`config.mk`:
```
export PLATFORM = sky130hd
export DESIGN_NAME = sprite_pixel_shifter_bank
export DESIGN_NICKNAME = d
export VERILOG_FILES = /design/src/rtl/sprite_pixel_shifter_bank.sv
export SDC_FILE = /design/constraint.sdc
export NUM_CORES = 1
export LEC_CHECK = 0
export ABC_AREA = 1
export BUFFER_PORTS_ARGS = -buffer_cell sky130_fd_sc_hd__buf_2
export CAP_MARGIN = 20
export CELL_PAD_IN_SITES_DETAIL_PLACEMENT = 1
export CELL_PAD_IN_SITES_GLOBAL_PLACEMENT = 1
export CORE_ASPECT_RATIO = 1.2
export CORE_MARGIN = 3
export CORE_UTILIZATION = 46
export DETAILED_ROUTE_END_ITERATION = 8
export GPL_TIMING_DRIVEN = 0
export HOLD_SLACK_MARGIN = 0.1
export PLACE_DENSITY_LB_ADDON = 0.1
export SETUP_SLACK_MARGIN = 0.3
export SYNTH_ARGS = -nofsm -noshare
export SYNTH_HDL_FRONTEND = slang
export SYNTH_SLANG_ARGS = --single-unit
export TNS_END_PERCENT = 20
```
`constraint.sdc`:
```
create_clock -name clk -period 2.2 [get_ports clk]
set_input_delay 0.22 -clock clk [delete_from_list [all_inputs] [get_ports clk]]
set_output_delay 0.22 -clock clk [all_outputs]
set_load 0.02 [all_outputs]
```
`src/rtl/sprite_pixel_shifter_bank.sv`:
```
// sprite_pixel_shifter_bank
//   Bank of CHANNELS pixel shift engines feeding a registered priority /
//   transparency resolver. Each channel captures a WORD_W-bit word of
//   BPP-bit pixels (optionally pixel-reversed), waits load_x pixel strobes,
//   then emits PIX = WORD_W/BPP pixels, one per pixel_en.
//
// Ports
//   clk, reset        pixel clock, asynchronous active-low reset
//   line_start        abort all channels, clear collision
//   pixel_en          pixel strobe; channels advance only when high
//   load/load_sel     capture strobe and per-channel select
//   load_data/_x/_flip  word, X delay, reverse pixel order
//   ch_pix/ch_active  registered pixel and SHIFT flag per channel
//   win_valid/idx/pix lowest-index non-transparent channel (1 clk behind)
//   collision         sticky: >= 2 non-transparent pixels in one cycle
module sprite_pixel_shifter_bank #(
   parameter int CHANNELS = 8,
   parameter int WORD_W   = 32,
   parameter int BPP      = 2,
   parameter int X_W      = 9,
   parameter int IDX_W    = ($clog2(CHANNELS) < 1) ? 1 : $clog2(CHANNELS)
) (
   input  logic                     clk,
   input  logic                     reset,
   input  logic                     line_start,
   input  logic                     pixel_en,
   input  logic                     load,
   input  logic [CHANNELS-1:0]      load_sel,
   input  logic [WORD_W-1:0]        load_data,
   input  logic [X_W-1:0]           load_x,
   input  logic                     load_flip,
   output logic [CHANNELS*BPP-1:0]  ch_pix,
   output logic [CHANNELS-1:0]      ch_active,
   output logic                     win_valid,
   output logic [IDX_W-1:0]         win_idx,
   output logic [BPP-1:0]           win_pix,
   output logic                     collision
);

   localparam int PIX    = WORD_W / BPP;
   localparam int LEFT_W = $clog2(PIX + 1);

   typedef enum logic [1:0] {ST_IDLE, ST_WAIT, ST_SHIFT} state_e;

   logic [CHANNELS-1:0][BPP-1:0] pix_all;
   logic [CHANNELS-1:0]          act_all;
   logic [WORD_W-1:0]            flip_data;

   // Pixel-reversed form of the load word, shared by every channel.
   always_comb begin
      flip_data = '0;
      for (int k = 0; k < PIX; k++)
         flip_data[(PIX-1-k)*BPP +: BPP] = load_data[k*BPP +: BPP];
   end

   // ---------------------------------------------------------------------
   // Per-channel shift engines
   // ---------------------------------------------------------------------
   for (genvar c = 0; c < CHANNELS; c++) begin : g_ch
      state_e              state_q, state_d;
      logic [WORD_W-1:0]   buf_q, buf_d;
      logic [X_W-1:0]      xcnt_q, xcnt_d;
      logic [LEFT_W-1:0]   left_q, left_d;
      logic [BPP-1:0]      pix_q, pix_d;

      always_comb begin
         state_d = state_q;
         buf_d   = buf_q;
         xcnt_d  = xcnt_q;
         left_d  = left_q;
         pix_d   = pix_q;
         // line_start beats load, load beats pixel_en: a load-cycle strobe
         // is never counted toward the X delay.
         if (line_start) begin
            state_d = ST_IDLE;
            pix_d   = '0;
         end else if (load && load_sel[c]) begin
            buf_d   = load_flip ? flip_data : load_data;
            xcnt_d  = load_x;
            state_d = ST_WAIT;
            pix_d   = '0;
         end else if (pixel_en) begin
            case (state_q)
               ST_WAIT: begin
                  if (xcnt_q != '0) begin
                     xcnt_d = xcnt_q - X_W'(1);
                  end else begin
                     pix_d   = buf_q[BPP-1:0];
                     buf_d   = buf_q >> BPP;
                     left_d  = LEFT_W'(PIX - 1);
                     state_d = ST_SHIFT;
                  end
               end
               ST_SHIFT: begin
                  if (left_q != '0) begin
                     pix_d  = buf_q[BPP-1:0];
                     buf_d  = buf_q >> BPP;
                     left_d = left_q - LEFT_W'(1);
                  end else begin
                     pix_d   = '0;
                     state_d = ST_IDLE;
                  end
               end
               default: pix_d = '0;
            endcase
         end
      end

      always_ff @(posedge clk or negedge reset) begin
         if (!reset) begin
            state_q <= ST_IDLE;
            buf_q   <= '0;
            xcnt_q  <= '0;
            left_q  <= '0;
            pix_q   <= '0;
         end else begin
            state_q <= state_d;
            buf_q   <= buf_d;
            xcnt_q  <= xcnt_d;
            left_q  <= left_d;
            pix_q   <= pix_d;
         end
      end

      assign pix_all[c] = pix_q;
      assign act_all[c] = (state_q == ST_SHIFT);
   end

   assign ch_pix    = pix_all;
   assign ch_active = act_all;

   // ---------------------------------------------------------------------
   // Priority / transparency resolver
   // ---------------------------------------------------------------------
   logic [CHANNELS-1:0] cand;
   logic                multi;
   logic                win_valid_q, win_valid_d;
   logic [IDX_W-1:0]    win_idx_q, win_idx_d;
   logic [BPP-1:0]      win_pix_q, win_pix_d;
   logic                collision_q, collision_d;

   always_comb begin
      win_idx_d = '0;
      win_pix_d = '0;
      for (int c = 0; c < CHANNELS; c++)
         cand[c] = act_all[c] && (pix_all[c] != '0);
      // Walk high to low so the lowest-index candidate wins.
      for (int c = CHANNELS - 1; c >= 0; c--) begin
         if (cand[c]) begin
            win_idx_d = IDX_W'(c);
            win_pix_d = pix_all[c];
         end
      end
      // Clearing the lowest set bit leaves something iff >= 2 candidates.
      multi       = |(cand & (cand - CHANNELS'(1)));
      win_valid_d = |cand;
      collision_d = line_start ? 1'b0 : (collision_q | multi);
   end

   always_ff @(posedge clk or negedge reset) begin
      if (!reset) begin
         win_valid_q <= 1'b0;
         win_idx_q   <= '0;
         win_pix_q   <= '0;
         collision_q <= 1'b0;
      end else begin
         win_valid_q <= win_valid_d;
         win_idx_q   <= win_idx_d;
         win_pix_q   <= win_pix_d;
         collision_q <= collision_d;
      end
   end

   assign win_valid = win_valid_q;
   assign win_idx   = win_idx_q;
   assign win_pix   = win_pix_q;
   assign collision = collision_q;

endmodule

```
==> results.toml <==
[setup_path]
r2r_slack_ns = 0.26
cp_num_buf_inv = 3
reg2reg_to = "g_ch[5].buf_q[7]"
cp_slowest_cell = "o21ai_0"
cp-end-kind = "flip-flop"
cp_common_cell = "o21ai_0"
crit_type = "in -> reg"
path_cells = "buf_2 > clkbuf_1 > o21ai_0 > inv_1 > nand4_1 > o21ai_0"
worst_ep_required_time_ns = 2.66
crit_path_start_kind = "input port"
critPathMaxStageDelay_ns = 0.97
r2r_cells = 12
arrival_ns = 2.42
crit_fanout = 10
timing.rr.start = "g_ch[5].state_q[0]"
critPathTopFamily = "compound AO/OA/AOI/OAI gates"

[synth]
synth_top_area_share_pct = 44.7
synth_edf_count = 0
synthesis.area_um2 = 22800
yosysMostFrequentCell = "nand2_1"
syn_avg_cell_area_um2 = 7.23
syn_inst = 3153
synthDistinctLibCells = 38
synth.net_count = 3256
synth_top_flop_cell = "dfrtp_1"
synth_area_leaders = "dfrtp_1 (45%), nand2_1 (19%), o21ai_0 (7.2%)"
ys.warnings.count = 0
ys_async_sr_fraction_pct = 100
ys_top_cells_by_count = "nand2_1 (1173), dfrtp_1 (407), o21ai_0 (330), inv_1 (297), nand3_1 (211)"
synth-seq-cells = 407
synth_seq_area_share_pct = 44.7
yosys.area.top_type = "dfrtp_1"

[clock_tree]
root_buffer = "clkbuf_16"
htreeDepth = 2
clockBufferDepth = 3
cts_sinks = 407
clkLatencyLatePin_ns = 0.60
clk_pin_slew_ns = 0.06
cts_made_buffers = 47
tritoncts = "done"

[route]
dr.pass1.iters = 5
wirelength_um = 83800
drc = 0
first_iter_violations = 1380
avgViaCountPerCell = 5.60
ant_nets = 0
detail_route.wl_per_cell_um = 20.8
num_vias = 22546

[global_route]
antenna_found_initial = 0
grt_max_degree = 118
grt_pass1_vias = 23185
grt_pass1_wl_um = 128000
overflow = 0
grt_usage_pct = 30.6

[sta]
fin_crit_sh_pct = 89.0
setup_viol = 0
post-route-min-period_ns = 1.96
rsz0062_at_grt = "true"
fin_skew_ns = 0.0187
hold_viol_final = 0
slew_headroom_pct = 20.8
fin_ws_ns = 0.242
maxSlewViolCount = 0
tns_ns = 0
worst_pin_slew_ns = 1.17
max_clock_freq_mhz = 511

[floorplan]
num_rows = 88
io_pins = 86
die_h_um = 250
core-area_um2 = 48600
die_w_um = 209
start_util_pct = 46.9
dieArea_um2 = 52300

[final_layout]
final_util_pct = 55.9
final_cell_area_um2 = 27100
syn_to_final_growth_pct = 19.0
num-fill-cells = 6144
nets = 3464
layout-drive-gt1-share_pct = 13.0
seqCellArea_um2 = 10200
multiInputGateArea_um2 = 11200

[placement]
place_ws_ns = -0.306
numPortBuffers = 81
place.gp.congestion = 0.900
hpwl_um = 56600
placed_cell_area_um2 = 24300

[worst_hold_path]
hp-class = "in -> async"

[power]
irDropWorstVdd_v = 0.000678
p_leak_nw = 13.8
powerDensity_nw_per_um2 = 1180
p_total_mw = 31.9

[job]
maxCapViolations = 0

[run_status]
status = "finished clean"
routing by layer:
metal	vias up	wire, µm	global-route usage (%)
met5	-	0	0
met4	0	3920	12.8
met3	183	3730	3.95
met2	558	39800	50.9
met1	11309	36300	40.4
li1	10496	-	-
kinds of logic after synthesis:
family | synth area share (%)
compound gates | 13.1
xor+xnor | 1.19
fa+ha+maj | 2.64
buf+inv | 8.00
flops | 44.7
mux | 1.98
simple gates | 28.4
metrics by stage:
stage / instances / hold WS, ns
after floorplan: 3153 / -0.0756
after global placement: 3864 / 0.455
after detailed placement: 3888 / 0.235
after CTS: 3987 / 0.131
after global routing: 4024 / 0.164
final: 4025 / 0.166
cell usage in the layout (no fill, tap or decap), types with 11 or more instances in the layout:
cell type	n
nand2_1	1148
dfrtp_1	407
o21ai_0	320
inv_1	283
nand3_1	200
nor2_1	135
o21ai_1	111
buf_2	110
clkbuf_1	55
buf_4	52
clkbuf_16	51
a21boi_0	45
mux2i_1	45
ha_1	40
a21oi_1	39
buf_6	37
nand4_1	33
xor2_1	25
nand2_2	19
inv_2	16
buf_1	14
nor3_1	11
or2_2	11
power by group:
| group | leakage (nW) | switching (mW) | internal, mW |
|---|---|---|---|
| registers | 5.23 | 1.98 | 10.6 |
| logic | 7.81 | 7.03 | 4.16 |
| clock network | 0.759 | 3.40 | 4.71 |
| total | 13.8 | 12.4 | 19.5 |
flip-flops by register name, indices dropped and copies added, names as in the netlist:
| name | cells |
|---|---|
| win_idx | 3 |
| g_ch.buf_q | 256 |
| g_ch.xcnt_q | 72 |
| g_ch.state_q | 16 |
| g_ch.left_q | 40 |
| win_pix | 2 |
| g_ch.pix_q | 16 |
| collision | 1 |
| win_valid | 1 |
layout make-up:
| type | instances | share of cell area, % |
|---|---|---|
| multi-input combinational | 2291 | 41.4 |
| sequential | 407 | 37.5 |
| clock buffer | 65 | 4.92 |
| timing repair buffer | 155 | 4.50 |
| inverter | 306 | 4.36 |
| buffer | 151 | 3.54 |
| tap | 630 | 2.91 |
| clock inverter | 17 | 0.816 |
| timing repair inverter | 2 | 0.0507 |
| antenna | 1 | 0.00922 |
worst max-delay path by stage:
stage / from / to / slack [ns] / cells past startpoint
floorplan: g_ch[1].state_q[0] / g_ch[1].left_q[0] / 0.32 / 10
global placement: reset / g_ch[6].buf_q[7] / -7.65 / 1
detailed placement: load_flip / g_ch[2].buf_q[30] / -0.31 / 6
CTS: g_ch[0].state_q[0] / g_ch[0].buf_q[28] / 0.16 / 10
global route: g_ch[6].state_q[0] / g_ch[6].left_q[3] / 0.20 / 10
finish: load_flip / g_ch[2].buf_q[31] / 0.24 / 6
repair_timing:
| item | 4_1_cts | 5_1_grt |
|---|---|---|
| hold buffers | 8 | 0 |
| endpoints found under the hold margin | 83 | 0 |
| cloned | 0 | 9 |
| endpoints found under the setup margin | 326 | 480 |
| buffers inserted | 9 | 28 |
| pin swaps | 5 | 14 |
| resized for setup | 75 | 188 |
Power figures use the tool's default switching activity.
